### src/rtl/score_table_ctrl_if.sv
// Signal bundle between score_table_ctrl, the game controller, the display path and the score RAM.
interface score_table_ctrl_if #(
    parameter int unsigned SCORE_W = 7,
    parameter int unsigned ID_W    = 3
);
    logic               score_req;
    logic [ID_W-1:0]    player_id;
    logic               is_guest;
    logic [SCORE_W-1:0] score_in;
    logic               valid;
    logic               personalwin;
    logic               globalwin;
    logic [SCORE_W-1:0] global_hs;
    logic               disp_req;
    logic [ID_W-1:0]    disp_id;
    logic               disp_ack;
    logic [SCORE_W-1:0] disp_data;
    logic               busy;
    logic [ID_W-1:0]    ram_addr;
    logic [SCORE_W-1:0] ram_din;
    logic               ram_we;
    logic [SCORE_W-1:0] ram_dout;

    // Controller view
    modport slave (
        input  score_req, player_id, is_guest, score_in, disp_req, disp_id, ram_dout,
        output valid, personalwin, globalwin, global_hs, disp_ack, disp_data, busy,
               ram_addr, ram_din, ram_we
    );

    // Environment view: game controller, display path and RAM
    modport master (
        output score_req, player_id, is_guest, score_in, disp_req, disp_id, ram_dout,
        input  valid, personalwin, globalwin, global_hs, disp_ack, disp_data, busy,
               ram_addr, ram_din, ram_we
    );
endinterface

### src/rtl/score_table_ctrl.sv
// Score RAM sequencer/arbiter: score updates with personal/global record tracking and leaderboard reads.
// Define SCORE_TABLE_CLEAR_EN to zero the whole RAM after every reset (INIT walk).
module score_table_ctrl #(
    parameter int unsigned SCORE_W = 7,
    parameter int unsigned ID_W    = 3
) (
    input  logic              clk,
    input  logic              rst,
    score_table_ctrl_if.slave bus
);
    typedef enum logic [2:0] {
        S_INIT,
        S_IDLE,
        S_RD,
        S_CMP,
        S_WR,
        S_DONE,
        S_DRD,
        S_DCAP
    } state_e;

    typedef struct packed {
        logic [ID_W-1:0]    id;
        logic               guest;
        logic [SCORE_W-1:0] score;
    } upd_t;

`ifdef SCORE_TABLE_CLEAR_EN
    localparam state_e          RESET_STATE = S_INIT;
    localparam logic [ID_W-1:0] LAST_ADDR   = {ID_W{1'b1}};
`else
    localparam state_e          RESET_STATE = S_IDLE;
`endif
    localparam logic RESET_BUSY = (RESET_STATE != S_IDLE);

    state_e             state_q,     state_d;
    upd_t               req_q,       req_d;
    logic               valid_q,     valid_d;
    logic               pwin_q,      pwin_d;
    logic               gwin_q,      gwin_d;
    logic [SCORE_W-1:0] ghs_q,       ghs_d;
    logic               disp_ack_q,  disp_ack_d;
    logic [SCORE_W-1:0] disp_data_q, disp_data_d;
    logic [ID_W-1:0]    ram_addr_q,  ram_addr_d;
    logic [SCORE_W-1:0] ram_din_q,   ram_din_d;
    logic               ram_we_q,    ram_we_d;
    logic               busy_q,      busy_d;

    // State and registered outputs
    always_ff @(posedge clk or negedge rst) begin
        if (!rst) begin
            state_q     <= RESET_STATE;
            req_q       <= '0;
            valid_q     <= 1'b0;
            pwin_q      <= 1'b0;
            gwin_q      <= 1'b0;
            ghs_q       <= '0;
            disp_ack_q  <= 1'b0;
            disp_data_q <= '0;
            ram_addr_q  <= '0;
            ram_din_q   <= '0;
            ram_we_q    <= 1'b0;
            busy_q      <= RESET_BUSY;
        end else begin
            state_q     <= state_d;
            req_q       <= req_d;
            valid_q     <= valid_d;
            pwin_q      <= pwin_d;
            gwin_q      <= gwin_d;
            ghs_q       <= ghs_d;
            disp_ack_q  <= disp_ack_d;
            disp_data_q <= disp_data_d;
            ram_addr_q  <= ram_addr_d;
            ram_din_q   <= ram_din_d;
            ram_we_q    <= ram_we_d;
            busy_q      <= busy_d;
        end
    end

    // Next state; RAM controls are set one cycle ahead so they are live in the state that uses them
    always_comb begin
        state_d     = state_q;
        req_d       = req_q;
        valid_d     = 1'b0;
        pwin_d      = pwin_q;
        gwin_d      = gwin_q;
        ghs_d       = ghs_q;
        disp_ack_d  = 1'b0;
        disp_data_d = disp_data_q;
        ram_addr_d  = ram_addr_q;
        ram_din_d   = ram_din_q;
        ram_we_d    = 1'b0;

        case (state_q)
`ifdef SCORE_TABLE_CLEAR_EN
            S_INIT: begin
                ram_din_d = '0;
                if (!ram_we_q) begin
                    ram_we_d   = 1'b1;
                    ram_addr_d = '0;
                end else if (ram_addr_q == LAST_ADDR) begin
                    state_d = S_IDLE;
                end else begin
                    ram_we_d   = 1'b1;
                    ram_addr_d = ram_addr_q + ID_W'(1);
                end
            end
`endif
            S_IDLE: begin
                if (bus.score_req) begin
                    req_d.id    = bus.player_id;
                    req_d.guest = bus.is_guest;
                    req_d.score = bus.score_in;
                    ram_addr_d  = bus.player_id;
                    state_d     = S_RD;
                end else if (bus.disp_req) begin
                    ram_addr_d = bus.disp_id;
                    state_d    = S_DRD;
                end
            end
            S_RD: begin
                state_d = S_CMP;
            end
            S_CMP: begin
                pwin_d = !req_q.guest && (req_q.score > bus.ram_dout);
                gwin_d = req_q.score > ghs_q;
                if (gwin_d) begin
                    ghs_d = req_q.score;
                end
                // Write-back only for a new personal record; guests never qualify
                if (pwin_d) begin
                    ram_we_d   = 1'b1;
                    ram_addr_d = req_q.id;
                    ram_din_d  = req_q.score;
                end
                state_d = S_WR;
            end
            S_WR: begin
                valid_d = 1'b1;
                state_d = S_DONE;
            end
            S_DONE: begin
                state_d = S_IDLE;
            end
            S_DRD: begin
                disp_ack_d = 1'b1;
                state_d    = S_DCAP;
            end
            S_DCAP: begin
                disp_data_d = bus.ram_dout;
                state_d     = S_IDLE;
            end
            default: begin
                state_d = S_IDLE;
            end
        endcase
    end

    assign busy_d = (state_d != S_IDLE);

    assign bus.valid       = valid_q;
    assign bus.personalwin = pwin_q;
    assign bus.globalwin   = gwin_q;
    assign bus.global_hs   = ghs_q;
    assign bus.disp_ack    = disp_ack_q;
    // Read data only arrives in DCAP, so bypass the holding register while the ack is up
    assign bus.disp_data   = (state_q == S_DCAP) ? bus.ram_dout : disp_data_q;
    assign bus.ram_addr    = ram_addr_q;
    assign bus.ram_din     = ram_din_q;
    assign bus.ram_we      = ram_we_q;
    assign bus.busy        = busy_q;

    a_we_only_in_write: assert property (@(posedge clk) disable iff (!rst)
        ram_we_q |-> (state_q == S_WR || state_q == S_INIT));

    a_no_dual_pulse: assert property (@(posedge clk) disable iff (!rst)
        !(valid_q && disp_ack_q));
endmodule

### src/flat_wrapper.sv
// flat-port wrapper written by rule: the top's interface ports become plain ports
module score_table_ctrl_flat 
#(
    parameter int unsigned SCORE_W = 7,
    parameter int unsigned ID_W    = 3
)
  (clk, rst, bus_score_req, bus_player_id, bus_is_guest, bus_score_in, bus_disp_req, bus_disp_id, bus_ram_dout, bus_valid, bus_personalwin, bus_globalwin, bus_global_hs, bus_disp_ack, bus_disp_data, bus_busy, bus_ram_addr, bus_ram_din, bus_ram_we);
  score_table_ctrl_if #(.SCORE_W(SCORE_W), .ID_W(ID_W)) bus_i ();
  input  logic clk;
  input  logic rst;
  input wire logic [$bits(bus_i.score_req)-1:0] bus_score_req;
  input wire logic [$bits(bus_i.player_id)-1:0] bus_player_id;
  input wire logic [$bits(bus_i.is_guest)-1:0] bus_is_guest;
  input wire logic [$bits(bus_i.score_in)-1:0] bus_score_in;
  input wire logic [$bits(bus_i.disp_req)-1:0] bus_disp_req;
  input wire logic [$bits(bus_i.disp_id)-1:0] bus_disp_id;
  input wire logic [$bits(bus_i.ram_dout)-1:0] bus_ram_dout;
  output wire logic [$bits(bus_i.valid)-1:0] bus_valid;
  output wire logic [$bits(bus_i.personalwin)-1:0] bus_personalwin;
  output wire logic [$bits(bus_i.globalwin)-1:0] bus_globalwin;
  output wire logic [$bits(bus_i.global_hs)-1:0] bus_global_hs;
  output wire logic [$bits(bus_i.disp_ack)-1:0] bus_disp_ack;
  output wire logic [$bits(bus_i.disp_data)-1:0] bus_disp_data;
  output wire logic [$bits(bus_i.busy)-1:0] bus_busy;
  output wire logic [$bits(bus_i.ram_addr)-1:0] bus_ram_addr;
  output wire logic [$bits(bus_i.ram_din)-1:0] bus_ram_din;
  output wire logic [$bits(bus_i.ram_we)-1:0] bus_ram_we;
  assign bus_i.score_req = bus_score_req;
  assign bus_i.player_id = bus_player_id;
  assign bus_i.is_guest = bus_is_guest;
  assign bus_i.score_in = bus_score_in;
  assign bus_i.disp_req = bus_disp_req;
  assign bus_i.disp_id = bus_disp_id;
  assign bus_i.ram_dout = bus_ram_dout;
  assign bus_valid = bus_i.valid;
  assign bus_personalwin = bus_i.personalwin;
  assign bus_globalwin = bus_i.globalwin;
  assign bus_global_hs = bus_i.global_hs;
  assign bus_disp_ack = bus_i.disp_ack;
  assign bus_disp_data = bus_i.disp_data;
  assign bus_busy = bus_i.busy;
  assign bus_ram_addr = bus_i.ram_addr;
  assign bus_ram_din = bus_i.ram_din;
  assign bus_ram_we = bus_i.ram_we;
  score_table_ctrl #(.SCORE_W(SCORE_W), .ID_W(ID_W)) u_core (.clk(clk), .rst(rst), .bus(bus_i));
endmodule
### config.mk
export PLATFORM = sky130hd
export DESIGN_NAME = score_table_ctrl_flat
export DESIGN_NICKNAME = d
export VERILOG_FILES = /design/src/rtl/score_table_ctrl_if.sv /design/src/rtl/score_table_ctrl.sv /design/src/flat_wrapper.sv
export SDC_FILE = /design/constraint.sdc
export NUM_CORES = 1
export LEC_CHECK = 0
export ABC_CLOCK_PERIOD_IN_PS = 2700
export CAP_MARGIN = 20
export CORE_AREA = 3 3 79 100
export CTS_CLUSTER_DIAMETER = 50
export CTS_CLUSTER_SIZE = 25
export DETAILED_ROUTE_END_ITERATION = 10
export DIE_AREA = 0 0 82 103
export GPL_TIMING_DRIVEN = 0
export PLACE_DENSITY_LB_ADDON = 0.08
export SLEW_MARGIN = 10
export SYNTH_ARGS = -nofsm -noshare
export SYNTH_HDL_FRONTEND = slang
export SYNTH_SLANG_ARGS = --single-unit
export TNS_END_PERCENT = 30
### constraint.sdc
create_clock -name clk -period 2.7 [get_ports clk]
set_clock_uncertainty 0.2 [all_clocks]
set_input_delay 0.27 -clock clk [delete_from_list [all_inputs] [get_ports clk]]
set_output_delay 0.27 -clock clk [all_outputs]
set_load 0.1 [all_outputs]
==> results by group, run 1 <==
Run status
  • Status: finished, final reports clean

Floorplanning
  • Die height: slightly above 100 µm
  • # IOs: between 50 and 60
  • # rows: 34
  • Die Wd: slightly above 80 µm
  • Core ar.: 6980 µm²
  • Die area: roughly 8400 µm²
  • Initial Util: 0.302

Synth
  • Multiplexer share of the synthesized area: 0.169
  • Synth async-reset ratio: 1.00
  • EDFF count, synth: 0
  • Yosys reg bits: 44
  • Adder-cell share of the synthesized area: 0.0831
  • Synth cell types: 27
  • Synth top area cells: dfrtp_1 (51%), mux2_2 (11%), ha_1 (8.3%)
  • Ys flop type: dfrtp_1
  • Cells after synthesis: 178
  • Simple-Gate Fraction of Synth Area: 0.0944
  • Synth Area per Inst: about 12 µm²
  • Sequential fraction of the synthesis area: 0.523
  • Main combinational cell family by area after synthesis: multiplexers
  • XOR/XNOR Fraction of Synth Area: 0
  • Compound-Gate Fraction of Synth Area: 0.0825
  • Post-synth top area share: 0.511
  • Syn Nets: between 200 and 250
  • Syn. warnings: 0
  • Dominant cell type by area after synthesis: dfrtp_1
  • Post-Syn Area: around 2100 µm²

Clock network
  • Clock latency on the worst-skew pair: about 290 ps
  • CTS Sinks: 44
  • TritonCTS clock tree: built
  • Clk buf depth: 2
  • Total CTS buffers: 5
  • H-tree depth: 2
  • Root buffer cell: clkbuf_8
  • Clk slew on worst S/H paths: 80 ps

Place
  • GP Congestion: roughly 0.76
  • Buffers on Ports: between 50 and 60
  • Hpwl dp: 3480 µm
  • Placed cells: between 300 and 400
  • Setup WS pre-CTS: -249 ps

Routing
  • DRT Pass-1 Iters: 4
  • Avg WL per Cell: approximately 14 µm
  • Post-detailed-route count of antenna-violating nets: 0
  • Via-per-instance ratio: approximately 4.5
  • Total wire length: 4610 µm
  • Vias: ~1.5k
  • DRC Markers: 0
  • Detailed Route Iter0 Violations: 51

Worst setup path
  • CP Launch Type: flip-flop
  • Crit path max fanout: 10
  • R2R depth: 6
  • CP Capture Type: output pin
  • Req. time, crit path: 2230 ps
  • Kind of critical path: flip-flop to output pin
  • Crit path DAT: approximately 2200 ps

Worst hold path
  • Worst Hold Class: input pin to flip-flop
  • Hold depth: 2

Finish
  • Layout Nets: roughly 280
  • Ant. Diodes: 0
  • Layout area overhead: 36.5%
  • Register Area: ~1100 µm²
  • Final Non-Filler Cells: around 330
  • Area of the multi-input gates: 905 µm²
  • Most common cell after layout, fill and taps aside: clkdlybuf4s50_1
  • Fill count: about 690
  • Share of layout cells above drive strength 1: 0.232
  • Commonest cells after routing, fill and taps aside: clkdlybuf4s50_1 (45), dfrtp_1 (43), mux2_2 (21)

GRT
  • Gr ovfl total: 0
  • First-pass GRT wire length: roughly 7500 µm
  • GRT Util Overall: 0.118
  • Largest net degree at the start of global routing: 29
  • Initial antenna violation count: 0
  • Vias in the first global route: around 1.5k

STA
  • Fin worst setup slack: 81.1 ps
  • Min Tclk post-route: between 2000 and 3000 ps
  • RSZ-0062 raised after global routing: yes
  • Setup TNS: 0 ps
  • Endpoints failing setup: 0
  • Fmax: between 300 and 400 MHz
  • Final Cycle Share: 0.970
  • Hold WS: roughly 130 ps
  • Fin. Hold Viols: 0
  • Slew HR: 0.350
  • Max Slew Vio Count: 0
  • Worst Max-Slew Pin Slew: slightly below 1000 ps

Run
  • # Max-Cap Violations: 0
## Yosys cell counts (2+ instances only)
cell type and n:
nand3_1 3, mux2i_1 3, nor2_1 8, o21ai_0 14, a21oi_1 10, nand2_1 19, buf_2 2, inv_1 18
mux2_4 6, mux2_2 21, dfrtp_1 43, ha_1 14, nand4_1 2, nand2b_1 2
## timing repair
item                       4_1_cts  5_1_grt
buffers inserted                 0        0
resized for setup               19       14
setup endpoints to repair        7        7
hold endpoints to repair        16        0
hold buffers                     1        0
## cells by family (layout without fill, tap and decap cells)
| logic type | count (synthesis) | after routing |
|---|---|---|
| flip-flops | 44 | 44 |
| AND/OR/NAND/NOR | 39 | 39 |
| multiplexers | 30 | 30 |
| AO/OA/AOI/OAI | 28 | 28 |
| buffers and inverters | 23 | 86 |
| adder cells (fa/ha/maj) | 14 | 14 |
## worst max-delay path, cell delays in order (launching register included)
cell and delay [ps]:
dfrtp_1 360, buf_2 170, nand3_1 180, clkbuf_1 380
nand2_1 100, o21ai_1 110, clkdlybuf4s18_2 560
## final cells by class
| class | count | share of cell area |
|---|---|---|
| clock inverters | 1 | 0.0104 |
| clock buffers | 7 | 0.0335 |
| repair buffers | 55 | 0.184 |
| multi-input cells | 111 | 0.314 |
| flip-flops and latches | 44 | 0.383 |
| inverters | 18 | 0.0235 |
| plain buffers | 5 | 0.0113 |
| well taps | 90 | 0.0391 |
## stage by stage
step / instance area, µm² / util
after floorplan: 2110 / -
after global placement: 2750 / 0.394
after detailed placement: 2770 / 0.396
after CTS: 2910 / 0.417
after global routing: 2880 / 0.412
final: 2880 / 0.412
## routing by layer
metal  wire length, µm  global-route usage  vias to the layer above
met1              2220               0.156                      700
met5                 0                   0                        -
li1                  -                   -                      730
met3               303              0.0367                        6
met2              2020               0.181                       45
met4                68              0.0422                        0
## worst paths after layout
kind	start	end	slack, ps
setup reg to reg	u_core.req_q[1]	u_core.bus.global_hs[0]	420
min in group asynchronous	rst	u_core.bus.global_hs[4]	240
max in group asynchronous	rst	u_core.state_q[0]	1500
hold / removal	bus_score_req	u_core.state_q[0]	130
setup / recovery	u_core.state_q[1]	bus_disp_data[3]	80
hold reg to reg	u_core.bus.globalwin	u_core.bus.globalwin	290
## state kept, by name (all words and copies together), names as in the netlist
name	flops
u_core.bus.ram_din	7
u_core.bus.valid	1
u_core.disp_data_q	7
u_core.req_q	11
u_core.bus.global_hs	7
u_core.bus.globalwin	1
u_core.bus.busy	1
u_core.bus.disp_ack	1
u_core.bus.personalwin	1
u_core.bus.ram_we	1
u_core.bus.ram_addr	3
u_core.state_q	3
Power of run 1 is left out: the tool's default activity adds up to more than one toggle a clock period on the data nets, which glitch-free logic cannot reach.
==> inputs of run 2 (changes only) <==
Settings changed: CORE_AREA 3 3 79 100 to 2 2 78 99, DIE_AREA 0 0 82 103 to 0 0 80 101, GPL_TIMING_DRIVEN 0 to unset.
==> results by group, run 2 (synthesis gave the netlist of run 1 again) <==
Run status
  • Status: finished, final reports clean (unchanged)

STA
  • Min Tclk post-route: 2390 ps (was 2620 ps)
  • RSZ-0062 raised after global routing: no (was yes)
  • Fin worst setup slack: 310 ps (was 81.1 ps)
  • Fmax: 418 MHz (was 382 MHz)
  • Slew HR: 0.654 (was 0.350)
  • Max Slew Vio Count: 0 (unchanged)
  • Endpoints failing setup: 0 (unchanged)
  • Worst Max-Slew Pin Slew: 519 ps (was 972 ps)
  • Hold WS: 271 ps (was 129 ps)
  • Fin. Hold Viols: 0 (unchanged)
  • Final Cycle Share: 0.885 (was 0.970)

GRT
  • GRT Util Overall: 0.121 (was 0.118)
  • GR Util met2: 0.189 (was 0.181)
  • Initial antenna violation count: 0 (unchanged)
  • Grt met3 use: 0.0376 (was 0.0367)
  • Vias in the first global route: 1484 (was 1499)
  • Largest net degree at the start of global routing: 24 (was 29)
  • M1 GR Usage: 0.159 (was 0.156)
  • GR peak layer: met2 (unchanged)
  • Gr ovfl total: 0 (unchanged)
  • First-pass GRT wire length: 7500 µm (was 7540 µm)

Floorplanning
  • Die height: 101 µm (was 103 µm)
  • Initial Util: 0.293 (was 0.302)
  • Die Wd: 80 µm (was 82 µm)
  • Die area: 8080 µm² (was 8450 µm²)
  • # rows: 35 (was 34)
  • Core ar.: 7180 µm² (was 6980 µm²)
  • # IOs: 55 (unchanged)

Routing
  • Vias: 1476 (was 1481)
  • DRT Pass-1 Iters: 4 (unchanged)
  • Avg WL per Cell: 13.9 µm (about the same)
  • Via-per-instance ratio: 4.46 (was 4.47)
  • DRC Markers: 0 (unchanged)
  • Detailed Route Iter0 Violations: 30 (was 51)
  • Post-detailed-route count of antenna-violating nets: 0 (unchanged)
  • Total wire length: 4590 µm (was 4610 µm)

Clock network
  • CTS Sinks: 44 (unchanged)
  • TritonCTS clock tree: built (unchanged)
  • Total CTS buffers: 5 (unchanged)
  • Clk slew on worst S/H paths: 90 ps (was 80 ps)
  • H-tree depth: 2 (unchanged)
  • Clk buf depth: 2 (unchanged)
  • CTS Hold Bufs: 1 (unchanged)
  • Post-CTS Resized: 0 (was 19)
  • Post-CTS setup buffer count: 0 (unchanged)
  • Root buffer cell: clkbuf_8 (unchanged)
  • Clock latency on the worst-skew pair: 300 ps (was 290 ps)

Worst setup path
  • CP Capture Type: output pin (unchanged)
  • Req. time, crit path: 2230 ps (about the same)
  • CP Launch Type: flip-flop (unchanged)
  • Crit path DAT: 1920 ps (was 2150 ps)
  • Crit path max fanout: 13 (was 10)
  • Kind of critical path: flip-flop to output pin (unchanged)
  • R2R depth: 6 (unchanged)

Finish
  • Share of layout cells above drive strength 1: 0.318 (was 0.232)
  • Layout Nets: 277 (was 279)
  • Ant. Diodes: 0 (unchanged)
  • Layout area overhead: 37.8% (was 36.5%)
  • Max reg flops: 11 (unchanged)
  • Register ranked first by flip-flop count: u_core.req_q (unchanged)
  • Most common cell after layout, fill and taps aside: dfrtp_1 (was clkdlybuf4s50_1)
  • Commonest cells after routing, fill and taps aside: dfrtp_1 (43), buf_4 (26), clkdlybuf4s50_1 (23) (was clkdlybuf4s50_1 (45), dfrtp_1 (43), mux2_2 (21))
  • Final core utilization: 0.404 (was 0.412)

Place
  • Buffers on Ports: 54 (was 53)
  • GP Congestion: 0.679 (was 0.759)
  • Hpwl dp: 3520 µm (was 3480 µm)
  • Setup WS pre-CTS: 272 ps (was -249 ps)

Worst hold path
  • Worst Hold Class: input pin to async pin (was input pin to flip-flop)

Run
  • # Max-Cap Violations: 0 (unchanged)
## run 2: cell count changes in the layout (fill, tap and decap cells not counted)
cell             delta
clkdlybuf4s50_1    -22
buf_6               -1
clkbuf_8            -2
clkbuf_4            -2
buf_12              +6
clkdlybuf4s18_2     -1
clkbuf_2            -1
bufinv_16           +1
buf_4              +25
buf_2               -5
## run 2: worst paths after layout
path / from / endpoint / slack (ps)
worst max register to register: u_core.req_q[1] / u_core.bus.global_hs[2] / 460
worst max-delay path: u_core.state_q[0] / bus_disp_data[2] / 310
min in group clk: u_core.bus.globalwin / u_core.bus.globalwin / 290
worst min register to register: u_core.bus.globalwin / u_core.bus.globalwin / 290
max in group asynchronous: rst / u_core.state_q[0] / 1290
worst min-delay path: rst / u_core.bus.global_hs[3] / 270
## run 2: cell type report
| type | count | area, µm² |
|---|---|---|
| multi-input combinational | 111 | 905 |
| tap | 92 | 115 |
| inverter | 18 | 67.6 |
| clock inverter | 2 | 60.1 |
| fill | 728 | 4280 |
| sequential | 44 | 1100 |
| clock buffer | 6 | 72.6 |
| timing repair buffer | 58 | 581 |
## run 2: stage by stage
| stage | instances | TNS (ps) | cell area (µm²) |
|---|---|---|---|
| after floorplan | 178 | -1200 | 2110 |
| after global placement | 322 | 0 | 2760 |
| after detailed placement | 322 | 0 | 2760 |
| after CTS | 331 | 0 | 2900 |
| after global routing | 331 | 0 | 2900 |
| final | 331 | 0 | 2900 |
## run 2: worst max-delay path: stages, from the launching register on
cell     delay, ps
dfstp_2        620
nand3_1        370
o21ai_1        410
buf_12         220
## run 2: metal layers
metal	up-vias	part of all wire
met5	-	0
met4	0	0.015
met3	7	0.055
met2	38	0.48
met1	702	0.45
li1	729	-
Power of run 2 is left out for the same reason.
==> inputs of run 3 (changes only) <==
Settings changed: MAX_ROUTING_LAYER set to met4, RECOVER_POWER set to 25.
==> results by group, run 3 (synthesis gave the netlist of run 1 again) <==
Clock network
  • Total CTS buffers: 5 (unchanged)
  • Clock latency on the worst-skew pair: 300 ps (about the same)
  • Clk buf depth: 2 (unchanged)
  • Clk slew on worst S/H paths: 80 ps (was 90 ps)
  • H-tree depth: 2 (unchanged)
  • Post-CTS setup buffer count: 0 (unchanged)
  • Post-CTS Resized: 0 (unchanged)
  • CTS Sinks: 44 (unchanged)
  • TritonCTS clock tree: built (unchanged)
  • CTS Hold Bufs: 1 (unchanged)
  • Root buffer cell: clkbuf_8 (unchanged)

Routing
  • Total wire length: 4600 µm (was 4590 µm)
  • DRC Markers: 0 (unchanged)
  • Avg WL per Cell: 13.9 µm (about the same)
  • Vias: 1482 (was 1476)
  • Post-detailed-route count of antenna-violating nets: 0 (unchanged)
  • Via-per-instance ratio: 4.48 (was 4.46)
  • Detailed Route Iter0 Violations: 37 (was 30)
  • DRT Pass-1 Iters: 4 (unchanged)

Worst hold path
  • Hold Path End: u_core.bus.globalwin
  • Hold depth: 2
  • Min-delay src: u_core.bus.globalwin
  • Worst Hold Class: flip-flop to flip-flop (was input pin to async pin)

Finish
  • Layout area overhead: 37.5% (was 37.8%)
  • Final core utilization: 0.403 (was 0.404)
  • Share of layout cells above drive strength 1: 0.310 (was 0.318)
  • Layout Nets: 277 (unchanged)
  • Most common cell after layout, fill and taps aside: dfrtp_1 (unchanged)
  • Commonest cells after routing, fill and taps aside: dfrtp_1 (43), buf_4 (25), clkdlybuf4s50_1 (22) (was dfrtp_1 (43), buf_4 (26), clkdlybuf4s50_1 (23))
  • Register ranked first by flip-flop count: u_core.req_q (unchanged)
  • Max reg flops: 11 (unchanged)
  • Ant. Diodes: 0 (unchanged)

Worst setup path
  • CP max stage delay: 620 ps (about the same)
  • Crit. Startpoint: u_core.state_q[0] (unchanged)
  • R2R Setup Slk: 460 ps (about the same)
  • CP Launch Type: flip-flop (unchanged)
  • R2R depth: 6 (unchanged)
  • Slowest-stage cell, CP: dfstp_2 (unchanged)
  • Crit path DAT: 1920 ps (about the same)
  • CP Capture Type: output pin (unchanged)
  • FF-to-FF Start: u_core.req_q[1] (unchanged)
  • Crit path max fanout: 13 (unchanged)
  • Worst-path cell chain: nand3_1 > o21ai_1 > buf_12 (unchanged)
  • Kind of critical path: flip-flop to output pin (unchanged)
  • Req. time, crit path: 2230 ps (about the same)
  • R2R Path End: u_core.bus.global_hs[2] (unchanged)

GRT
  • Initial antenna violation count: 0 (unchanged)
  • First-pass GRT wire length: 7490 µm (was 7500 µm)
  • GRT Util Overall: 0.124 (was 0.121)
  • Largest net degree at the start of global routing: 24 (unchanged)
  • Vias in the first global route: 1489 (was 1484)
  • Gr ovfl total: 0 (unchanged)

STA
  • Fmax: 418 MHz (about the same)
  • Max Slew Vio Count: 0 (unchanged)
  • RSZ-0062 raised after global routing: no (unchanged)
  • Final Cycle Share: 0.886 (was 0.885)
  • Slew HR: 0.169 (was 0.654)
  • Endpoints failing setup: 0 (unchanged)
  • Min Tclk post-route: 2390 ps (about the same)
  • Fin. Hold Viols: 0 (unchanged)
  • Worst Max-Slew Pin Slew: 1250 ps (was 519 ps)

Floorplanning
  • Die area: 8080 µm² (unchanged)
  • # IOs: 55 (unchanged)
  • # rows: 35 (unchanged)
  • Die height: 101 µm (unchanged)
  • Core ar.: 7180 µm² (unchanged)
  • Die Wd: 80 µm (unchanged)
  • Initial Util: 0.293 (unchanged)

Place
  • Hpwl dp: 3520 µm (unchanged)
  • Buffers on Ports: 54 (unchanged)
  • GP Congestion: 0.685 (was 0.679)

Run status
  • Status: finished, final reports clean (unchanged)

Run
  • # Max-Cap Violations: 0 (unchanged)
[run 3: cell count changes in the layout (fill, tap and decap cells not counted), sizes merged]
cell and change:
buf -2, clkbuf +2, clkdlybuf4s50 -1, dlygate4sd3 +1
[run 3: how the worst max path moves through the flow]
stage	endpoint	slack [ps]	cells past startpoint
6_report	bus_disp_data[2]	310	3
5_1_grt	bus_disp_data[5]	100	3
4_1_cts	bus_disp_data[2]	270	3
3_5_place_dp	u_core.bus.ram_din[1]	270	8
3_3_place_gp	u_core.bus.ram_din[3]	290	8
2_1_floorplan	u_core.disp_data_q[1]	-90	3
[run 3: per-stage QoR]
stage / instances / cell area [µm²] / setup WS, ps / hold slack (ps) / setup TNS [ps]
global route: 331 / 2900 / 104 / 333 / 0
CTS: 331 / 2900 / 271 / 296 / 0
finish: 331 / 2900 / 309 / 292 / 0
global placement: 322 / 2760 / 291 / 85.4 / 0
detailed placement: 322 / 2760 / 272 / 86.8 / 0
floorplan: 178 / 2110 / -91.0 / -226 / -1200
[run 3: routing by layer]
layer	track usage	vias to the layer above	wire length, µm
met3	0.0251	8	210
met2	0.188	42	2210
met4	0.0508	0	48
li1	-	729	-
met5	-	-	0
met1	0.162	703	2120
[run 3: area by class of cell]
class                   instances  area, µm²
clock buffers                   6       72.6
clock inverters                 2       60.1
fillers                       731       4280
inverters                      18       67.6
multi-input cells             111        905
flip-flops and latches         44       1100
well taps                      92        115
repair buffers                 58        576
[run 3: critical path: cells and delay by family, from the launching register on]
kind	cells	cell delay, ps
AO/OA/AOI/OAI	1	410
buffers and inverters	1	220
flip-flops	1	620
AND/OR/NAND/NOR	1	370
Power of run 3 is left out for the same reason.
